[src/rtl/ca_pkg.sv]
// Shared constants and FSM state type for the CA line refill scheduler.
package ca_pkg;
  localparam int CA_WORDS   = 160;
  localparam int CA_AW      = 8;
  localparam int CA_DW      = 16;
  localparam int CA_TIMEOUT = 255;

  typedef enum logic [1:0] {
    ST_IDLE,
    ST_START,
    ST_FILL,
    ST_SWAP
  } ca_state_e;
endpackage

[src/rtl/ca_line_sched_if.sv]
// Bundles display-timing, generator and line-RAM signals of the CA line scheduler.
interface ca_line_sched_if #(
  parameter int AW = 8,
  parameter int DW = 16
);
  logic          line_req;
  logic          sel_mode;
  logic          gen_sel;
  logic          start0;
  logic          start1;
  logic          write0;
  logic          write1;
  logic [AW-1:0] waddr0;
  logic [AW-1:0] waddr1;
  logic [DW-1:0] wdata0;
  logic [DW-1:0] wdata1;
  logic          mem_we;
  logic [AW:0]   mem_addr;
  logic [DW-1:0] mem_wdata;
  logic          rd_bank;
  logic          busy;
  logic          done;
  logic          overrun;
  logic          timeout;

  modport slave (
    input  line_req, sel_mode, gen_sel, write0, write1, waddr0, waddr1, wdata0, wdata1,
    output start0, start1, mem_we, mem_addr, mem_wdata, rd_bank, busy, done, overrun, timeout
  );

  modport master (
    output line_req, sel_mode, gen_sel, write0, write1, waddr0, waddr1, wdata0, wdata1,
    input  start0, start1, mem_we, mem_addr, mem_wdata, rd_bank, busy, done, overrun, timeout
  );
endinterface

[src/rtl/ca_wr_mux.sv]
// Selects the granted generator's write port, range-checks it and registers the line-RAM write.
module ca_wr_mux #(
  parameter int AW    = 8,
  parameter int DW    = 16,
  parameter int WORDS = 160
) (
  input  logic          clk,
  input  logic          rst_n,
  input  logic          i_en,
  input  logic          i_gnt,
  input  logic          i_bank,
  input  logic          i_write0,
  input  logic          i_write1,
  input  logic [AW-1:0] i_waddr0,
  input  logic [AW-1:0] i_waddr1,
  input  logic [DW-1:0] i_wdata0,
  input  logic [DW-1:0] i_wdata1,
  output logic          o_hit,
  output logic          o_in_range,
  output logic          o_mem_we,
  output logic [AW:0]   o_mem_addr,
  output logic [DW-1:0] o_mem_wdata
);
  localparam logic [AW:0] LP_WORDS = (AW+1)'(WORDS);

  logic          w_write;
  logic [AW-1:0] w_addr;
  logic [DW-1:0] w_data;
  logic          w_acc;
  logic          r_we;
  logic [AW:0]   r_addr;
  logic [DW-1:0] r_data;

  assign w_write    = i_gnt ? i_write1 : i_write0;
  assign w_addr     = i_gnt ? i_waddr1 : i_waddr0;
  assign w_data     = i_gnt ? i_wdata1 : i_wdata0;
  assign o_hit      = i_en & w_write;
  assign o_in_range = ({1'b0, w_addr} < LP_WORDS);
  assign w_acc      = o_hit & o_in_range;

  always_ff @(posedge clk or negedge rst_n) begin
    if (!rst_n) begin
      r_we   <= 1'b0;
      r_addr <= '0;
      r_data <= '0;
    end else begin
      r_we <= w_acc;
      if (w_acc) begin
        r_addr <= {i_bank, w_addr};
        r_data <= w_data;
      end
    end
  end

  assign o_mem_we    = r_we;
  assign o_mem_addr  = r_addr;
  assign o_mem_wdata = r_data;
endmodule

[src/rtl/ca_line_sched.sv]
// Per-line refill scheduler: grants a CA generator, forwards its burst into the back bank, swaps banks.
module ca_line_sched
  import ca_pkg::*;
#(
  parameter int WORDS   = CA_WORDS,
  parameter int AW      = CA_AW,
  parameter int DW      = CA_DW,
  parameter int TIMEOUT = CA_TIMEOUT
) (
  input  logic            clk,
  input  logic            rst_n,
  ca_line_sched_if.slave  bus
);
  localparam int CW = $clog2(WORDS + 1);
  localparam int IW = $clog2(TIMEOUT + 1);
  localparam logic [CW-1:0] LP_WORDS     = CW'(WORDS);
  localparam logic [IW-1:0] LP_IDLE_LAST = IW'(TIMEOUT - 1);

  ca_state_e     r_state;
  logic          r_gnt, r_mode, r_rr, r_bank;
  logic [CW-1:0] r_cnt;
  logic [IW-1:0] r_idle;
  logic          r_start0, r_start1, r_busy, r_done, r_over, r_to;
  logic          w_pick, w_en, w_hit, w_in_range;

  assign w_pick = bus.sel_mode ? r_rr : bus.gen_sel;
  // Accepting stops once the count is full so the count never exceeds WORDS.
  assign w_en   = (r_state == ST_FILL) && (r_cnt != LP_WORDS);

  ca_wr_mux #(.AW(AW), .DW(DW), .WORDS(WORDS)) u_wr_mux (
    .clk        (clk),
    .rst_n      (rst_n),
    .i_en       (w_en),
    .i_gnt      (r_gnt),
    .i_bank     (~r_bank),
    .i_write0   (bus.write0),
    .i_write1   (bus.write1),
    .i_waddr0   (bus.waddr0),
    .i_waddr1   (bus.waddr1),
    .i_wdata0   (bus.wdata0),
    .i_wdata1   (bus.wdata1),
    .o_hit      (w_hit),
    .o_in_range (w_in_range),
    .o_mem_we   (bus.mem_we),
    .o_mem_addr (bus.mem_addr),
    .o_mem_wdata(bus.mem_wdata)
  );

  always_ff @(posedge clk or negedge rst_n) begin
    if (!rst_n) begin
      r_state  <= ST_IDLE;
      r_gnt    <= 1'b0;
      r_mode   <= 1'b0;
      r_rr     <= 1'b0;
      r_bank   <= 1'b0;
      r_cnt    <= '0;
      r_idle   <= '0;
      r_start0 <= 1'b0;
      r_start1 <= 1'b0;
      r_busy   <= 1'b0;
      r_done   <= 1'b0;
      r_over   <= 1'b0;
      r_to     <= 1'b0;
    end else begin
      r_start0 <= 1'b0;
      r_start1 <= 1'b0;
      r_done   <= 1'b0;
      r_to     <= 1'b0;
      r_over   <= bus.line_req && (r_state != ST_IDLE);
      case (r_state)
        ST_IDLE: begin
          if (bus.line_req) begin
            r_gnt    <= w_pick;
            r_mode   <= bus.sel_mode;
            r_cnt    <= '0;
            r_idle   <= '0;
            r_start0 <= ~w_pick;
            r_start1 <= w_pick;
            r_busy   <= 1'b1;
            r_state  <= ST_START;
          end
        end
        ST_START: r_state <= ST_FILL;
        ST_FILL: begin
          if (r_cnt == LP_WORDS) begin
            r_state <= ST_SWAP;
            r_bank  <= ~r_bank;
            r_done  <= 1'b1;
            if (r_mode) r_rr <= ~r_rr;
          end else if (w_hit) begin
            r_idle <= '0;
            if (w_in_range) r_cnt <= r_cnt + CW'(1);
          end else if (r_idle == LP_IDLE_LAST) begin
            r_to    <= 1'b1;
            r_busy  <= 1'b0;
            r_state <= ST_IDLE;
          end else begin
            r_idle <= r_idle + IW'(1);
          end
        end
        ST_SWAP: begin
          r_busy  <= 1'b0;
          r_state <= ST_IDLE;
        end
        default: begin
          r_busy  <= 1'b0;
          r_state <= ST_IDLE;
        end
      endcase
    end
  end

  assign bus.start0  = r_start0;
  assign bus.start1  = r_start1;
  assign bus.rd_bank = r_bank;
  assign bus.busy    = r_busy;
  assign bus.done    = r_done;
  assign bus.overrun = r_over;
  assign bus.timeout = r_to;
endmodule

[src/flat_wrapper.sv]
// flat-port wrapper written by rule: the top's interface ports become plain ports
module ca_line_sched_flat import ca_pkg::*;
#(
  parameter int WORDS   = CA_WORDS,
  parameter int AW      = CA_AW,
  parameter int DW      = CA_DW,
  parameter int TIMEOUT = CA_TIMEOUT
)
  (clk, rst_n, bus_line_req, bus_sel_mode, bus_gen_sel, bus_write0, bus_write1, bus_waddr0, bus_waddr1, bus_wdata0, bus_wdata1, bus_start0, bus_start1, bus_mem_we, bus_mem_addr, bus_mem_wdata, bus_rd_bank, bus_busy, bus_done, bus_overrun, bus_timeout);
  ca_line_sched_if #(.AW(AW), .DW(DW)) bus_i ();
  input  logic clk;
  input  logic rst_n;
  input wire logic [$bits(bus_i.line_req)-1:0] bus_line_req;
  input wire logic [$bits(bus_i.sel_mode)-1:0] bus_sel_mode;
  input wire logic [$bits(bus_i.gen_sel)-1:0] bus_gen_sel;
  input wire logic [$bits(bus_i.write0)-1:0] bus_write0;
  input wire logic [$bits(bus_i.write1)-1:0] bus_write1;
  input wire logic [$bits(bus_i.waddr0)-1:0] bus_waddr0;
  input wire logic [$bits(bus_i.waddr1)-1:0] bus_waddr1;
  input wire logic [$bits(bus_i.wdata0)-1:0] bus_wdata0;
  input wire logic [$bits(bus_i.wdata1)-1:0] bus_wdata1;
  output wire logic [$bits(bus_i.start0)-1:0] bus_start0;
  output wire logic [$bits(bus_i.start1)-1:0] bus_start1;
  output wire logic [$bits(bus_i.mem_we)-1:0] bus_mem_we;
  output wire logic [$bits(bus_i.mem_addr)-1:0] bus_mem_addr;
  output wire logic [$bits(bus_i.mem_wdata)-1:0] bus_mem_wdata;
  output wire logic [$bits(bus_i.rd_bank)-1:0] bus_rd_bank;
  output wire logic [$bits(bus_i.busy)-1:0] bus_busy;
  output wire logic [$bits(bus_i.done)-1:0] bus_done;
  output wire logic [$bits(bus_i.overrun)-1:0] bus_overrun;
  output wire logic [$bits(bus_i.timeout)-1:0] bus_timeout;
  assign bus_i.line_req = bus_line_req;
  assign bus_i.sel_mode = bus_sel_mode;
  assign bus_i.gen_sel = bus_gen_sel;
  assign bus_i.write0 = bus_write0;
  assign bus_i.write1 = bus_write1;
  assign bus_i.waddr0 = bus_waddr0;
  assign bus_i.waddr1 = bus_waddr1;
  assign bus_i.wdata0 = bus_wdata0;
  assign bus_i.wdata1 = bus_wdata1;
  assign bus_start0 = bus_i.start0;
  assign bus_start1 = bus_i.start1;
  assign bus_mem_we = bus_i.mem_we;
  assign bus_mem_addr = bus_i.mem_addr;
  assign bus_mem_wdata = bus_i.mem_wdata;
  assign bus_rd_bank = bus_i.rd_bank;
  assign bus_busy = bus_i.busy;
  assign bus_done = bus_i.done;
  assign bus_overrun = bus_i.overrun;
  assign bus_timeout = bus_i.timeout;
  ca_line_sched #(.WORDS(WORDS), .AW(AW), .DW(DW), .TIMEOUT(TIMEOUT)) u_core (.clk(clk), .rst_n(rst_n), .bus(bus_i));
endmodule
[config.mk]
export PLATFORM = sky130hd
export DESIGN_NAME = ca_line_sched_flat
export DESIGN_NICKNAME = d
export VERILOG_FILES = /design/src/rtl/ca_pkg.sv /design/src/rtl/ca_line_sched_if.sv /design/src/rtl/ca_wr_mux.sv /design/src/rtl/ca_line_sched.sv /design/src/flat_wrapper.sv
export SDC_FILE = /design/constraint.sdc
export NUM_CORES = 1
export LEC_CHECK = 0
export CAP_MARGIN = 20
export CORE_UTILIZATION = 47
export DETAILED_ROUTE_END_ITERATION = 10
export GPL_TIMING_DRIVEN = 1
export PLACE_DENSITY = 0.83
export SLEW_MARGIN = 20
export SYNTH_ARGS = -nofsm -noshare
export SYNTH_HDL_FRONTEND = slang
export SYNTH_SLANG_ARGS = --single-unit
[constraint.sdc]
create_clock -name clk -period 2.4 [get_ports clk]
set_input_delay 0.48 -clock clk [delete_from_list [all_inputs] [get_ports clk]]
set_output_delay 0.48 -clock clk [all_outputs]
set_load 0.005 [all_outputs]
==> flow_metrics.tcl <==
set metrics [dict create \
    min_period_ns 2.23 \
    yosysWarningCount 0 \
    synthesis.nets 353 \
    tritoncts "yes" \
    worstPathRequired_ns 2.60 \
    synth_top_cell_by_area "dfrtp_1" \
    rsz0062_at_grt "no" \
    clockRootBuffer "clkbuf_8" \
    cts_made_buffers 5 \
    grt_max_degree 31 \
    hold_class "in2async" \
    synthArstFlopShare_pct 100 \
    drtIter0Drc 159 \
    maxCapViolations 0 \
    reg2reg_to "u_core.r_cnt[0]" \
    cp_max_fo 18 \
    setup_viol 0 \
    dieArea_um2 6490 \
    reg2reg_from "u_core.r_cnt[4]" \
    nets 439 \
    fin_crit_sh_pct 93.0 \
    fmax_mhz 448 \
    initial_core_util_pct 48.7 \
    drv_slew 0 \
    r2r_cells 5 \
    powerDensity_nw_per_um2 961 \
    synth.distinct_cells 55 \
    grt_pass1_wl_um 11600 \
    cts_sinks 54 \
    cpPeakStageDelay_ns 0.65 \
    n_antenna_cell 0 \
    ant_nets 0 \
    clock_latency_ns 0.31 \
    routed_wl_um 7270 \
    core_um2 5960 \
    status "finished, final reports clean" \
    synthTopCellsByArea "dfrtp_1 47%, mux2i_1 9.3%, a21oi_1 7.6%" \
    fin_util_pct 66.5 \
    ir_worst_vdd_v 0.000679 \
    die_h_um 80.6 \
    hold_viol 0 \
    pre_cts_ws_ns 0.140 \
    grt-ovfl-total 0 \
    worst_pin_slew_ns 0.629 \
    critical_path_class "reg2reg" \
    cp_slowest_cell "or4b_4" \
    wire_per_inst_um 16.1 \
    drive_gt1_share_pct 7.67 \
    cp-start-kind "flop" \
    netlist_instances 291 \
    holdBufCountCts 0 \
    row_count 28 \
    synth_top_area_share_pct 46.6 \
    clk_pin_slew_ns 0.09 \
    track_usage_pct 23.3 \
    worstPathArrival_ns 2.43 \
    leakage_nw 1.64 \
    mostFrequentLayoutCell "clkdlybuf4s50_1" \
    r2r_setup_slack_ns 0.17 \
    vias 2665 \
    crit_path_end_kind "flop" \
    antenna_found_initial 0 \
    post-dp-hpwl_um 5270 \
    fin_ws_ns 0.169 \
    portBuffers 87 \
    finalSetupTns_ns 0 \
    post_cts_buffers 0 \
    viasPerCell 5.88 \
    synthToLayoutAreaGrowth_pct 36.4 \
    ys_ff_latch 54 \
    finClkSkew_ns 0.00674 \
    netlist_area_um2 2900 \
    final_cell_mix "86 x clkdlybuf4s50_1, 54 x dfrtp_1, 44 x a21oi_1" \
    synth_edf_count 0 \
    h-tree-depth 2 \
    ys.flop_type "dfrtp_1" \
    chipWidth_um 80.6 \
    n_fill_cell 494 \
    worstPathCellList "or4b_4, o211a_4, nand2_2, inv_2, o311ai_1" \
    seq_area_frac_synth_pct 46.6 \
    avgSynthCellArea_um2 9.98 \
    drc 0 \
    ioPinCount 88 \
    max-slew-margin-rel_pct 57.5 \
    grt_pass1_vias 2501 \
    cts_resized 0 \
    dr.pass1.iters 4 \
    gp_congestion 0.894 \
    clockBufferDepth 2 \
]
-- cell families after synthesis --
family,synth area share [%]
AOI/OAI and AO/OA,21.9
xor gates and xnor gates,0.604
adders and majority gates,3.02
buffers and inverters,4.74
DFF,46.6
muxes,10.1
and+or+nand+nor,13.1
-- worst max-delay path by stage --
stage	startpoint	end	slack, ns	depth (start not counted)
final	u_core.r_cnt[4]	u_core.r_cnt[0]	0.17	5
after global routing	u_core.r_cnt[4]	u_core.r_cnt[0]	0.04	5
after CTS	u_core.r_cnt[4]	u_core.r_cnt[0]	0.19	5
after detailed placement	bus_waddr0[5]	u_core.r_cnt[7]	0.14	5
after global placement	bus_waddr0[5]	u_core.r_cnt[7]	0.17	5
after floorplan	u_core.r_cnt[2]	u_core.r_cnt[7]	0.52	6
-- metrics by stage --
| stage | area (um^2) | total power [W] | std cells | hold WS [ns] |
|---|---|---|---|---|
| final | 3960 | 0.00381 | 453 | 0.171 |
| after global routing | 3960 | 0.00407 | 453 | 0.206 |
| after CTS | 3950 | 0.00382 | 451 | 0.190 |
| after detailed placement | 3830 | 0.00321 | 443 | 0.466 |
| after global placement | 3830 | 0.00314 | 443 | 0.460 |
| after floorplan | 2900 | 0.00236 | 291 | 0.184 |
-- synthesized netlist by cell type, types with 2 or more instances --
library cell / n
ha_1: 7
or2_2: 3
mux2_2: 2
nor2_1: 11
o21ai_0: 25
a21oi_1: 44
nor2b_1: 3
o21a_1: 2
buf_6: 3
nor4_1: 3
nand2_1: 15
a211oi_1: 2
nand4_1: 10
a221o_1: 2
o311ai_0: 4
clkbuf_1: 7
or3_1: 2
buf_2: 4
and3_1: 2
o211ai_1: 5
o311ai_1: 4
mux2i_1: 27
dfrtp_1: 54
nand3b_1: 2
inv_1: 9
buf_1: 2
a21o_1: 2
nand3_1: 6
nand2b_1: 2
a41oi_1: 2
-- report_power, final --
part / switching, W / internal, W / leakage, nW
combinational: 0.000884 / 0.000924 / 0.907
sequential: 0.000200 / 0.00120 / 0.684
clock: 0.000288 / 0.000311 / 0.0514
-- critical path, delay by kind of cell (launching register included) --
kind                   cells  cell delay (ns)
and+or+nand+nor            2             0.84
buffers and inverters      1             0.18
DFF                        1             0.47
AOI/OAI and AO/OA          2             0.63
-- per-layer routing --
layer | routed length, um | global-route usage, % | part of all wire [%] | vias to the layer above
met4 | 88 | 6.25 | 1.2 | 0
met1 | 3200 | 30.0 | 44 | 1290
met5 | 0 | 0 | 0 | -
met3 | 360 | 4.20 | 4.9 | 11
met2 | 3630 | 40.0 | 50 | 106
li1 | - | - | - | 1258
-- flip-flops by register name, summed over array words and instances, names as in the netlist --
register,count
u_core.r_rr,1
u_core.bus.rd_bank,1
u_core.bus.start1,1
u_core.u_wr_mux.o_mem_wdata,16
u_core.u_wr_mux.o_mem_addr,9
u_core.r_state,2
u_core.bus.busy,1
u_core.bus.done,1
u_core.bus.start0,1
u_core.bus.overrun,1
u_core.r_gnt,1
u_core.r_idle,8
u_core.r_cnt,8
u_core.bus.timeout,1
u_core.u_wr_mux.o_mem_we,1
u_core.r_mode,1
-- final cells by class --
cell class / instances / area [um^2] / share of cell area [%]
multi-input cells: 209 / 1410 / 35.7
clock inverters: 2 / 37.5 / 0.948
inverters: 10 / 37.5 / 0.948
flip-flops and latches: 54 / 1350 / 34.1
repair buffers: 97 / 953 / 24.1
well taps: 75 / 93.8 / 2.37
clock buffers: 6 / 72.6 / 1.83
(Power assumes the default switching activity.)
